===== src/rtl/m_div_ctrl_pkg.sv =====
// ============================================================================
// Module      : m_div_ctrl_pkg
// Description : Shared encodings, op codes and FSM states for the divider.
// Revision    : 1.0 - initial release
// ============================================================================
`default_nettype none

package m_div_ctrl_pkg;

  localparam int MUX_R_W = 2;
  localparam logic [MUX_R_W-1:0] MUX_R_KEEP     = 2'd0;
  localparam logic [MUX_R_W-1:0] MUX_R_A        = 2'd1;
  localparam logic [MUX_R_W-1:0] MUX_R_A_NEG    = 2'd2;
  localparam logic [MUX_R_W-1:0] MUX_R_SUB_KEEP = 2'd3;

  localparam int MUX_D_W = 2;
  localparam logic [MUX_D_W-1:0] MUX_D_KEEP  = 2'd0;
  localparam logic [MUX_D_W-1:0] MUX_D_B     = 2'd1;
  localparam logic [MUX_D_W-1:0] MUX_D_B_NEG = 2'd2;
  localparam logic [MUX_D_W-1:0] MUX_D_SHR   = 2'd3;

  localparam int MUX_Z_W = 2;
  localparam logic [MUX_Z_W-1:0] MUX_Z_KEEP    = 2'd0;
  localparam logic [MUX_Z_W-1:0] MUX_Z_ZERO    = 2'd1;
  localparam logic [MUX_Z_W-1:0] MUX_Z_SHL_ADD = 2'd2;

  localparam logic [2:0] F3_DIV  = 3'b100;
  localparam logic [2:0] F3_DIVU = 3'b101;
  localparam logic [2:0] F3_REM  = 3'b110;
  localparam logic [2:0] F3_REMU = 3'b111;

  localparam int SPECIAL_W = 2;
  localparam logic [SPECIAL_W-1:0] SPECIAL_NONE = 2'd0;
  localparam logic [SPECIAL_W-1:0] SPECIAL_DIV0 = 2'd1;
  localparam logic [SPECIAL_W-1:0] SPECIAL_OVF  = 2'd2;

  localparam int CNT_W      = 6;
  localparam int ITER_COUNT = 32;
  localparam logic [CNT_W-1:0] ITER_LAST = CNT_W'(ITER_COUNT - 1);

  typedef enum logic [1:0] {
    ST_IDLE = 2'd0,
    ST_LOAD = 2'd1,
    ST_ITER = 2'd2,
    ST_DONE = 2'd3
  } state_e;

  // Unlisted funct3 values fall through to DIVU: unsigned, quotient.
  function automatic logic is_signed_op(input logic [2:0] f3);
    return (f3 == F3_DIV) || (f3 == F3_REM);
  endfunction

  function automatic logic is_rem_op(input logic [2:0] f3);
    return (f3 == F3_REM) || (f3 == F3_REMU);
  endfunction

endpackage

`default_nettype wire


===== src/rtl/m_div_ctrl.sv =====
// ============================================================================
// Module      : m_div_ctrl
// Description : Control FSM for a 32-cycle restoring divider datapath.
// Revision    : 1.0 - initial release
// ============================================================================
`default_nettype none

module m_div_ctrl
  import m_div_ctrl_pkg::*;
(
  input  logic                 clk,
  input  logic                 reset,
  input  logic                 start,
  input  logic [2:0]           funct3,
  input  logic [31:0]          rs1,
  input  logic [31:0]          rs2,
  input  logic                 flush,
  output logic [MUX_R_W-1:0]   mux_R,
  output logic [MUX_D_W-1:0]   mux_D,
  output logic [MUX_Z_W-1:0]   mux_Z,
  output logic                 busy,
  output logic                 done,
  output logic                 sel_rem,
  output logic                 result_neg,
  output logic [SPECIAL_W-1:0] special
);

  state_e                 state_q, state_d;
  logic [CNT_W-1:0]       cnt_q, cnt_d;
  logic                   neg_a_q, neg_a_d;
  logic                   neg_b_q, neg_b_d;
  logic                   done_q, done_d;
  logic                   sel_rem_q, sel_rem_d;
  logic                   result_neg_q, result_neg_d;
  logic [SPECIAL_W-1:0]   special_q, special_d;

  logic                   w_signed;
  logic                   w_div0;
  logic                   w_ovf;
  logic [SPECIAL_W-1:0]   w_special;

  assign w_signed  = is_signed_op(funct3);
  assign w_div0    = (rs2 == 32'h0000_0000);
  assign w_ovf     = w_signed && (rs1 == 32'h8000_0000) && (rs2 == 32'hFFFF_FFFF);
  assign w_special = w_div0 ? SPECIAL_DIV0 : (w_ovf ? SPECIAL_OVF : SPECIAL_NONE);

  always_comb begin
    state_d      = state_q;
    cnt_d        = cnt_q;
    neg_a_d      = neg_a_q;
    neg_b_d      = neg_b_q;
    sel_rem_d    = sel_rem_q;
    result_neg_d = result_neg_q;
    special_d    = special_q;

    case (state_q)
      ST_IDLE: begin
        if (start && !flush) begin
          neg_a_d   = w_signed && rs1[31];
          neg_b_d   = w_signed && rs2[31];
          sel_rem_d = is_rem_op(funct3);
          special_d = w_special;
          // Remainder takes the dividend's sign; quotient takes the XOR.
          if (w_special != SPECIAL_NONE)
            result_neg_d = 1'b0;
          else if (is_rem_op(funct3))
            result_neg_d = w_signed && rs1[31];
          else
            result_neg_d = w_signed && (rs1[31] ^ rs2[31]);
          state_d = (w_special != SPECIAL_NONE) ? ST_DONE : ST_LOAD;
        end
      end
      ST_LOAD: begin
        cnt_d   = '0;
        state_d = ST_ITER;
      end
      ST_ITER: begin
        cnt_d = cnt_q + 1'b1;
        if (cnt_q == ITER_LAST)
          state_d = ST_DONE;
      end
      ST_DONE: state_d = ST_IDLE;
      default: state_d = ST_IDLE;
    endcase

    if (flush && (state_q != ST_IDLE))
      state_d = ST_IDLE;

    done_d = (state_d == ST_DONE);
  end

  always_ff @(posedge clk or posedge reset) begin
    if (reset) begin
      state_q      <= ST_IDLE;
      cnt_q        <= '0;
      neg_a_q      <= 1'b0;
      neg_b_q      <= 1'b0;
      done_q       <= 1'b0;
      sel_rem_q    <= 1'b0;
      result_neg_q <= 1'b0;
      special_q    <= SPECIAL_NONE;
    end else begin
      state_q      <= state_d;
      cnt_q        <= cnt_d;
      neg_a_q      <= neg_a_d;
      neg_b_q      <= neg_b_d;
      done_q       <= done_d;
      sel_rem_q    <= sel_rem_d;
      result_neg_q <= result_neg_d;
      special_q    <= special_d;
    end
  end

  always_comb begin
    mux_R = MUX_R_KEEP;
    mux_D = MUX_D_KEEP;
    mux_Z = MUX_Z_KEEP;
    case (state_q)
      ST_LOAD: begin
        mux_R = neg_a_q ? MUX_R_A_NEG : MUX_R_A;
        mux_D = neg_b_q ? MUX_D_B_NEG : MUX_D_B;
        mux_Z = MUX_Z_ZERO;
      end
      ST_ITER: begin
        mux_R = MUX_R_SUB_KEEP;
        mux_D = MUX_D_SHR;
        mux_Z = MUX_Z_SHL_ADD;
      end
      default: ;
    endcase
  end

  assign busy       = (state_q != ST_IDLE);
  assign done       = done_q;
  assign sel_rem    = sel_rem_q;
  assign result_neg = result_neg_q;
  assign special    = special_q;

endmodule

`default_nettype wire


===== config.mk =====
export PLATFORM = sky130hd
export DESIGN_NAME = m_div_ctrl
export DESIGN_NICKNAME = d
export VERILOG_FILES = /design/src/rtl/m_div_ctrl_pkg.sv /design/src/rtl/m_div_ctrl.sv
export SDC_FILE = /design/constraint.sdc
export NUM_CORES = 1
export LEC_CHECK = 0
export ABC_CLOCK_PERIOD_IN_PS = 1730
export CAP_MARGIN = 20
export CORE_ASPECT_RATIO = 0.6
export CORE_UTILIZATION = 30
export DETAILED_ROUTE_END_ITERATION = 12
export HOLD_SLACK_MARGIN = 0.03
export PLACE_DENSITY_LB_ADDON = 0.12
export SETUP_SLACK_MARGIN = 0.02
export SYNTH_ARGS = -nofsm -noshare
export SYNTH_HDL_FRONTEND = slang
export SYNTH_SLANG_ARGS = --single-unit
export TNS_END_PERCENT = 1

===== constraint.sdc =====
create_clock -name clk -period 1.73 [get_ports clk]
set_clock_uncertainty 0.05 [all_clocks]
set_input_delay 0.2595 -clock clk [delete_from_list [all_inputs] [get_ports clk]]
set_output_delay 0.2595 -clock clk [all_outputs]
set_load 0.1 [all_outputs]

==> results.toml <==
[run_status]
status = "completed"

[final_layout]
multi_input_area_um2 = 793
final_common_cell = "clkdlybuf4s50_1"
fill_cells = 263
nets = 301
syn_to_final_growth_pct = 123
n_antenna_cell = 0
final_cell_mix = "clkdlybuf4s50_1 (65), nand2_1 (15), dfrtp_1 (15)"
drive_above_1_share = 0.232
utilization = 0.712
ff_latch_area_um2 = 375

[die]
dieArea_mm2 = 0.00379
fp-row-count = 16
coreArea_mm2 = 0.00332
ios = 83
fp.dieH_um = 48.1
die_w_um = 78.8
start_util = 0.319

[clock_tree]
cts-root-buf = "clkbuf_8"
clock_path_buffers = 2
postCtsHoldBufs = 0
clock-sinks = 15
cts-buffers-inserted = 3
cts_tree = "done"
clkTransAtPathRegs_ps = 70
cts_max_level = 1
clk_latency_ps = 260

[yosys]
yosysSeqAreaShare = 0.354
syn-num-nets = 203
ys_ff_latch = 15
syn-instance-count = 127
synthesis.area_mm2 = 0.00106
ys_warn_count = 0
synth_cell_type_count = 33
avgSynthCellArea_um2 = 8.35

[sta]
tns_ps = 0
holdWs_ps = 303
slew_headroom = 0.609
period_share = 0.991
maxSlewViolCount = 0
hold_viol_final = 0
worstMarginPinSlew_ps = 585
fin_crit_ps = 1720
finalSetupViolCount = 0
rsz0062_at_grt = "yes"
fmax_mhz = 583

[detailed_routing]
vias = 1358
drt_pass1_iterations = 4
avgRoutedWirePerCell_um = 16.4
remaining_drc_errors = 0
routed_wl_mm = 4.40
route.antenna.remaining_nets = 0
via_per_inst = 5.05
drt_iter0_drc = 54

[setup_path]
critPathMostFrequentCell = "buf_6"
rrSetupSlack_ps = 30
worst_r2r_path_depth = 8
path_max_fanout = 6
slowest_stage = "dfrtp_1"
cp.arrival_ps = 1410
max_stage_delay_ps = 410
path_delay_family = "buffers and inverters"
r2r-start = "state_q[1]"
worstSetupStartpointType = "flip-flop"
path_cells = "buf_6 -> ha_4 -> buf_6 -> buf_6 -> buf_12"
path_buf_inv = 4
regToRegEndpoint = "done"
criticalPathCategory = "reg2out"
cp-end-kind = "output pin"
required_ps = 1420

[power_and_ir_drop]
p_leak_nw = 0.938
switching_share = 0.517
p_seq_frac = 0.153
p_comb_frac = 0.755
ir_drop_uv = 950
total_power_w = 0.00325
power.density_mw_per_mm2 = 1370
switchingPower_w = 0.00168
clock_power_share = 0.092
power.internal_w = 0.00157

[job]
max-cap-violations = 0

[global_routing]
grt_start_max_net_pins = 16
grt_pass1_vias = 1372
grt_pass1_wl_mm = 6.61
grtUsageTotal = 0.242
antenna_found_initial = 0
grt_overflow = 0

[placement]
hpwl_mm = 3.55
io_buffers = 82
place.gp.congestion = 0.807

[min_path]
hp-class = "in2async"
[state kept, by name, summed over array words and instances, names as in the netlist]
| register | flops |
|---|---|
| result_neg | 1 |
| sel_rem | 1 |
| cnt_q | 6 |
| done | 1 |
| neg_b_q | 1 |
| state_q | 2 |
| special | 2 |
| neg_a_q | 1 |
[area by class of cell]
class	instances	share of cell area
clock buffers	3	0.0174
repair buffers	96	0.446
clock inverters	1	0.00211
multi-input cells	100	0.335
well taps	45	0.0238
inverters	9	0.0174
flip-flops and latches	15	0.159
[kinds of logic (layout without fill, tap and decap cells)]
group | Yosys count | count (layout) | share of synthesized area
AO/OA/AOI/OAI | 20 | 20 | 0.111
XOR/XNOR | 2 | 2 | 0.0165
adder cells (fa/ha/maj) | 5 | 5 | 0.0590
buffers and inverters | 12 | 109 | 0.0424
flip-flops | 15 | 15 | 0.354
multiplexers | 3 | 3 | 0.0295
AND/OR/NAND/NOR | 70 | 70 | 0.388
[worst max path at each step]
| stage | to | startpoint | depth (start not counted) | slack (ps) |
|---|---|---|---|---|
| 6_report | mux_Z[1] | state_q[1] | 5 | 10 |
| 4_1_cts | mux_R[1] | state_q[1] | 5 | 6 |
| 3_5_place_dp | result_neg | rs1[16] | 6 | -510 |
| 5_1_grt | done | state_q[1] | 8 | -20 |
| 2_1_floorplan | mux_D[0] | state_q[0] | 5 | -160 |
| 3_3_place_gp | result_neg | rs1[16] | 6 | -390 |
[power by group through the flow]
stage	clock network, W	logic, W	registers, W
3_3_place_gp	0	0.00212	0.000496
4_1_cts	0.000307	0.00234	0.000495
3_5_place_dp	0	0.00215	0.000499
5_1_grt	0.000317	0.00256	0.000503
2_1_floorplan	0	0.00120	0.000646
6_report	0.000300	0.00246	0.000497
[worst reg2reg max path: cells and delay by family (launching register included)]
| kind | cells | cell delay (ps) |
|---|---|---|
| AND/OR/NAND/NOR | 3 | 450 |
| flip-flops | 1 | 410 |
| buffers and inverters | 2 | 270 |
| AO/OA/AOI/OAI | 2 | 220 |
| adder cells (fa/ha/maj) | 1 | 200 |
[per-stage QoR]
stage | worst slack [ps] | instance area (um2) | cells
floorplan | -164 | 1130 | 127
global placement | -395 | 2170 | 260
detailed placement | -513 | 2170 | 260
CTS | 6.15 | 2310 | 266
global route | -20.7 | 2370 | 269
finish | 14.8 | 2370 | 269
[synthesized netlist by cell type, drive strengths merged]
| master | count | area [um2] |
|---|---|---|
| nand3 | 4 | 20.0 |
| nor3 | 2 | 15.0 |
| nand2b | 2 | 12.5 |
| nor2b | 3 | 18.8 |
| a21oi | 6 | 30.0 |
| nand2 | 15 | 56.3 |
| mux2 | 1 | 11.3 |
| nand4b | 2 | 17.5 |
| nor4 | 15 | 115 |
| nand4 | 12 | 75.1 |
| nor4b | 1 | 8.76 |
| or3 | 1 | 6.26 |
| and4b | 1 | 10.0 |
| o21ai | 9 | 45.0 |
| ha | 5 | 62.6 |
| mux2i | 2 | 20.0 |
| or4 | 1 | 7.51 |
| dfrtp | 15 | 375 |
| and4 | 1 | 8.76 |
| nor2 | 9 | 33.8 |
| clkbuf | 3 | 11.3 |
| inv | 9 | 33.8 |
| xor2 | 1 | 8.76 |
| xnor2 | 1 | 8.76 |
| and2 | 1 | 6.26 |
| a22o | 2 | 17.5 |
| o31ai | 1 | 7.51 |
| o31a | 2 | 17.5 |
[metal layers]
layer,routed length [um],global-route usage,share of wire
met1,1890,0.290,0.43
met2,2220,0.454,0.50
met3,233,0.0533,0.053
met4,59,0.0778,0.013
met5,0,0,0
[what timing repair did]
item,CTS,global route
endpoints found under the hold margin,0,0
setup endpoints to repair,8,8
pin swaps,9,4
gates resized for setup,17,11
setup buffers,2,3
Note: power is estimated with default switching activity, not from simulation.
